File: src/rtl/return_address_stack.sv
// Return address stack for call/return target prediction.
//
// A circular buffer of DEPTH return addresses. wr_ptr points at the next free
// slot. count tracks how many entries are valid and saturates at DEPTH. When
// the stack is full, a further push overwrites the oldest entry.
//
// Ports:
//   clk           - clock; all state updates on the rising edge
//   reset         - asynchronous, active-high reset
//   push_en       - call decoded; save push_addr
//   push_addr     - return address (call pc+4)
//   pop_en        - return decoded; drop the top entry
//   restore_en    - mispredict; reload wr_ptr/count from the checkpoint
//                   (takes priority over push/pop)
//   restore_ptr   - wr_ptr checkpoint
//   restore_count - count checkpoint (values above DEPTH are clamped)
//   ras_valid     - stack non-empty
//   ras_target    - top-of-stack address (combinational)
//   ckpt_ptr      - current wr_ptr, carried with each prediction
//   ckpt_count    - current count, carried with each prediction
//
// DEPTH must be a power of two and at least 2 so that pointer arithmetic can
// wrap naturally in $clog2(DEPTH) bits.
module return_address_stack #(
  parameter int unsigned DEPTH = 8,
  parameter int unsigned XLEN  = 32
) (
  input  logic                       clk,
  input  logic                       reset,
  input  logic                       push_en,
  input  logic [XLEN-1:0]            push_addr,
  input  logic                       pop_en,
  input  logic                       restore_en,
  input  logic [$clog2(DEPTH)-1:0]   restore_ptr,
  input  logic [$clog2(DEPTH):0]     restore_count,
  output logic                       ras_valid,
  output logic [XLEN-1:0]            ras_target,
  output logic [$clog2(DEPTH)-1:0]   ckpt_ptr,
  output logic [$clog2(DEPTH):0]     ckpt_count
);

  localparam int unsigned PtrW = $clog2(DEPTH);
  localparam int unsigned CntW = PtrW + 1;
  localparam logic [CntW-1:0] Full = CntW'(DEPTH);

  logic [XLEN-1:0] entries_q [DEPTH];
  logic [PtrW-1:0] wr_ptr_q, wr_ptr_d;
  logic [CntW-1:0] count_q, count_d;
  logic [PtrW-1:0] top_idx;
  logic            we;
  logic [PtrW-1:0] waddr;
  logic            not_empty;

  // Power-of-two depth lets the subtraction wrap modulo DEPTH for free.
  assign top_idx   = wr_ptr_q - PtrW'(1);
  assign not_empty = (count_q != '0);

  always_comb begin
    wr_ptr_d = wr_ptr_q;
    count_d  = count_q;
    we       = 1'b0;
    waddr    = wr_ptr_q;
    if (restore_en) begin
      wr_ptr_d = restore_ptr;
      count_d  = (restore_count > Full) ? Full : restore_count;
    end else if (push_en && pop_en && not_empty) begin
      // Co-routine jump: replace the top in place, depth unchanged.
      we    = 1'b1;
      waddr = top_idx;
    end else if (push_en) begin
      // Covers push+pop on an empty stack, which acts as a plain push.
      we       = 1'b1;
      waddr    = wr_ptr_q;
      wr_ptr_d = wr_ptr_q + PtrW'(1);
      count_d  = (count_q == Full) ? Full : count_q + CntW'(1);
    end else if (pop_en && not_empty) begin
      wr_ptr_d = top_idx;
      count_d  = count_q - CntW'(1);
    end
  end

  always_ff @(posedge clk or posedge reset) begin
    if (reset) begin
      wr_ptr_q <= '0;
      count_q  <= '0;
    end else begin
      wr_ptr_q <= wr_ptr_d;
      count_q  <= count_d;
    end
  end

  always_ff @(posedge clk or posedge reset) begin
    if (reset) begin
      for (int i = 0; i < int'(DEPTH); i++) begin
        entries_q[i] <= '0;
      end
    end else if (we) begin
      entries_q[waddr] <= push_addr;
    end
  end

  assign ras_valid  = not_empty;
  assign ras_target = entries_q[top_idx];
  assign ckpt_ptr   = wr_ptr_q;
  assign ckpt_count = count_q;

endmodule

File: config.mk
export PLATFORM = sky130hd
export DESIGN_NAME = return_address_stack
export DESIGN_NICKNAME = d
export VERILOG_FILES = /design/src/rtl/return_address_stack.sv
export SDC_FILE = /design/constraint.sdc
export NUM_CORES = 1
export LEC_CHECK = 0
export ABC_AREA = 1
export BUFFER_PORTS_ARGS = -buffer_cell sky130_fd_sc_hd__buf_4
export CORE_ASPECT_RATIO = 0.6
export CORE_UTILIZATION = 55
export CTS_CLUSTER_DIAMETER = 200
export DETAILED_ROUTE_END_ITERATION = 7
export GPL_ROUTABILITY_DRIVEN = 0
export PLACE_DENSITY = 0.76
export SYNTH_ARGS = -nofsm -noshare
export SYNTH_HDL_FRONTEND = slang
export SYNTH_SLANG_ARGS = --single-unit
File: constraint.sdc
create_clock -name clk -period 7.3 [get_ports clk]
set_clock_uncertainty 0.15 [all_clocks]
set_input_delay 0.365 -clock clk [delete_from_list [all_inputs] [get_ports clk]]
set_output_delay 0.365 -clock clk [all_outputs]
set_load 0.05 [all_outputs]
==> impl_results.md <==
* Share of the synthesized area in the top cell type at 0.496
* HP Class: in -> reg
* Setup TNS at 0 ns
* Via-to-Cell Ratio at between 5 and 6
* Largest cells by area after synthesis: dfrtp_1 (50%), nand2_1 (18%), nand3_1 (9.7%), o21ai_0 (5.3%), nor2_1 (4.7%)
* Initial antenna violation count at 0
* Delay-heaviest family, CP: buffers and inverters
* H-Tree Depth at 1
* Cell chain of the critical path: inv_4, ha_2, buf_4, inv_2, buf_4, nand4_1, nand2_1, nor2_4, buf_4, nand2_1, buf_4, nand2_1, nand2_1
* F_max at 180 MHz
* Final hold violation count at 0
* Share of cells above drive strength 1 at 0.0915
* Vias in the first global route at about 11000
* Pin count of the biggest net entering global routing at ~140
* CP endpoint kind: flip-flop
* I/O Buffers at 83
* Fillers at 2074
* Slew @ Worst Pin at about 1.2 ns
* Status: complete, no violations
* # rows at 43
* Cts hold-fix bufs at 36
* Die area at 24800 µm²
* Met3 WL at 3810 µm
* CTS tree: done
* P&R area growth vs syn at 11.1%
* VDD IR max at 291 µV
* Final setup violation count at 0
* Met2 routed WL at ~16000 µm
* Seq/Total Area, Yosys at 0.496
* Clk root buf: clkbuf_16
* Gates resized, CTS repair at 0
* RSZ-0062 raised after global routing: no
* Drt drc at 0
* Die X at ~200 µm
* Worst EP required at 7.57 ns
* Critical path depth at 13
* Post-DP HPWL at 20800 µm
* Ys Warns at 0
* Total track usage at 0.307
* Placed inst area at 13500 µm²
* Post-layout min period at 5.54 ns
* WL/cell at 17.9 µm
* Mean Syn Cell Area at 7.58 µm²
* Initial Util at 0.567
* Fin crit share at 0.760
* Arr. time, crit path at 5.82 ns
* Pwr dens at 453 nW/µm²
* Max_slew headroom at 0.180
* Post-CTS Setup Bufs at 0
* Pre-antenna DRT Iters at 6
* Post-synthesis cell type count at 26
* Crit path max fanout at 67
* Hold path cells at 5
* Max Slew Vio Count at 0
* Mapped Area at 13300 µm²
* Remaining antenna violation count at 0
* CP startpoint kind: flip-flop
* Gate count after technology mapping at 1751
* Crit-path max cell delay at 0.88 ns
* Critical-path top delay cell: dfrtp_4
* Register-to-Register Path Depth at 13
* Leakage at 0.00757 µW
* Worst-path clk slew at 0.07 ns
* Die height at 122 µm
* Clk sinks at 263
* Antenna fix cells at 0
* CTS max path bufs at 3
* First-pass GRT wire length at between 60000 and 70000 µm
* Clock Latency Late Sink at 0.53 ns
* Core area at 23400 µm²
* Crit Path Class: reg -> reg
* Syn nets at 1799
* TritonCTS buffer count at 25
* I/O Pins at between 80 and 90
* Grt ovf at 0
* Max_cap viols at 0
* #FFs+latches synth at 263
* Commonest non-fill, non-tap cell in the layout: nand2_1
* Yosys top cell by area: dfrtp_1
* Nets at 1801
* Final Cell Area at 14700 µm²
* Post-Route WL at ~37000 µm
* Worst path buffer plus inverter count at 6
* Top layer in use: met4
* Vias post-DR at 11986
* Met1 wire length at 17000 µm
* Most frequent cells in the layout: nand2_1 (648), dfrtp_1 (262), nand3_1 (258)
* Initial DRC count at between 1000 and 1500
==> synth_stat cells <==
cell type,n
a21oi_1,35
a31oi_1,34
buf_1,4
buf_2,55
buf_4,39
buf_6,17
clkbuf_1,48
clkbuf_2,1
dfrtp_1,263
ha_1,4
inv_1,13
inv_2,1
nand2_1,651
nand2_2,1
nand3_1,258
nand3_4,1
nand4_1,8
nor2_1,165
nor2_2,4
nor2_4,2
nor2_8,1
nor3_1,2
o211ai_1,1
o21ai_0,140
xnor2_1,2
xor2_1,1
==> worst paths after layout <==
kind / slack (ns) / end / start
hold / removal: 0.02 / ckpt_ptr[0] / restore_ptr[0]
hold reg to reg: 0.32 / entries_q[176] / entries_q[176]
setup reg to reg: 1.76 / entries_q[251] / ckpt_ptr[0]
setup / recovery: 1.76 / entries_q[251] / ckpt_ptr[0]
min in group asynchronous: 0.47 / entries_q[35] / reset
max in group asynchronous: 5.18 / entries_q[18] / reset
==> state kept, by name, indices dropped and copies added, names as in the netlist <==
name        flops
entries_q     256
ckpt_ptr        3
ckpt_count      4
==> report_power, final <==
group,internal (µW),switching (µW)
clock network,798,576
registers,2140,403
logic,831,1940
total,3770,2920
==> per-stage QoR <==
stage / hold slack (ns) / cells / util / setup slack (ns) / total power [µW]
after floorplan: 0.287 / 1751 / - / 3.32 / 4530
after global placement: 0.297 / 2005 / 0.578 / 2.03 / 5190
after detailed placement: 0.303 / 2005 / 0.578 / 1.91 / 5280
after CTS: 0.00693 / 2086 / 0.630 / 1.83 / 6680
after global routing: 0.0317 / 2086 / 0.630 / 1.51 / 7120
final: 0.0213 / 2086 / 0.630 / 1.76 / 6680
==> worst reg2reg max path, cell delays in order (launching register included) <==
cell and delay [ns]:
dfrtp_4 0.88, inv_4 0.44, ha_2 0.45, buf_4 0.59, inv_2 0.06, buf_4 0.39
nand4_1 0.22, nand2_1 0.16, nor2_4 0.60, buf_4 0.57, nand2_1 0.34, buf_4 0.38
nand2_1 0.14, nand2_1 0.06
==> routing by layer <==
| metal | global-route usage | vias to the layer above |
|---|---|---|
| li1 | - | 5658 |
| met1 | 0.474 | 5720 |
| met2 | 0.452 | 571 |
| met3 | 0.0539 | 37 |
| met4 | 0.0630 | 0 |
| met5 | 0 | - |
==> area by class of cell <==
cell class	instances	area, µm²	share of cell area
clock buffer	35	723	0.0490
inverter	14	58.8	0.00399
multi-input combinational	1310	5710	0.387
timing repair buffer	139	1150	0.0777
clock inverter	10	134	0.00908
tap	315	394	0.0267
sequential	263	6590	0.446
==> cell families (layout without fill, tap and decap cells) <==
kind of cell | after synthesis | after routing | synth area share
and+or+nand+nor | 1093 | 1093 | 0.339
buffers and inverters | 178 | 198 | 0.0763
adders and majority gates | 4 | 4 | 0.00377
AOI/OAI and AO/OA | 210 | 210 | 0.0826
xor gates and xnor gates | 3 | 3 | 0.00198
DFF | 263 | 263 | 0.496
No activity file was read; power rests on OpenSTA's default activity.
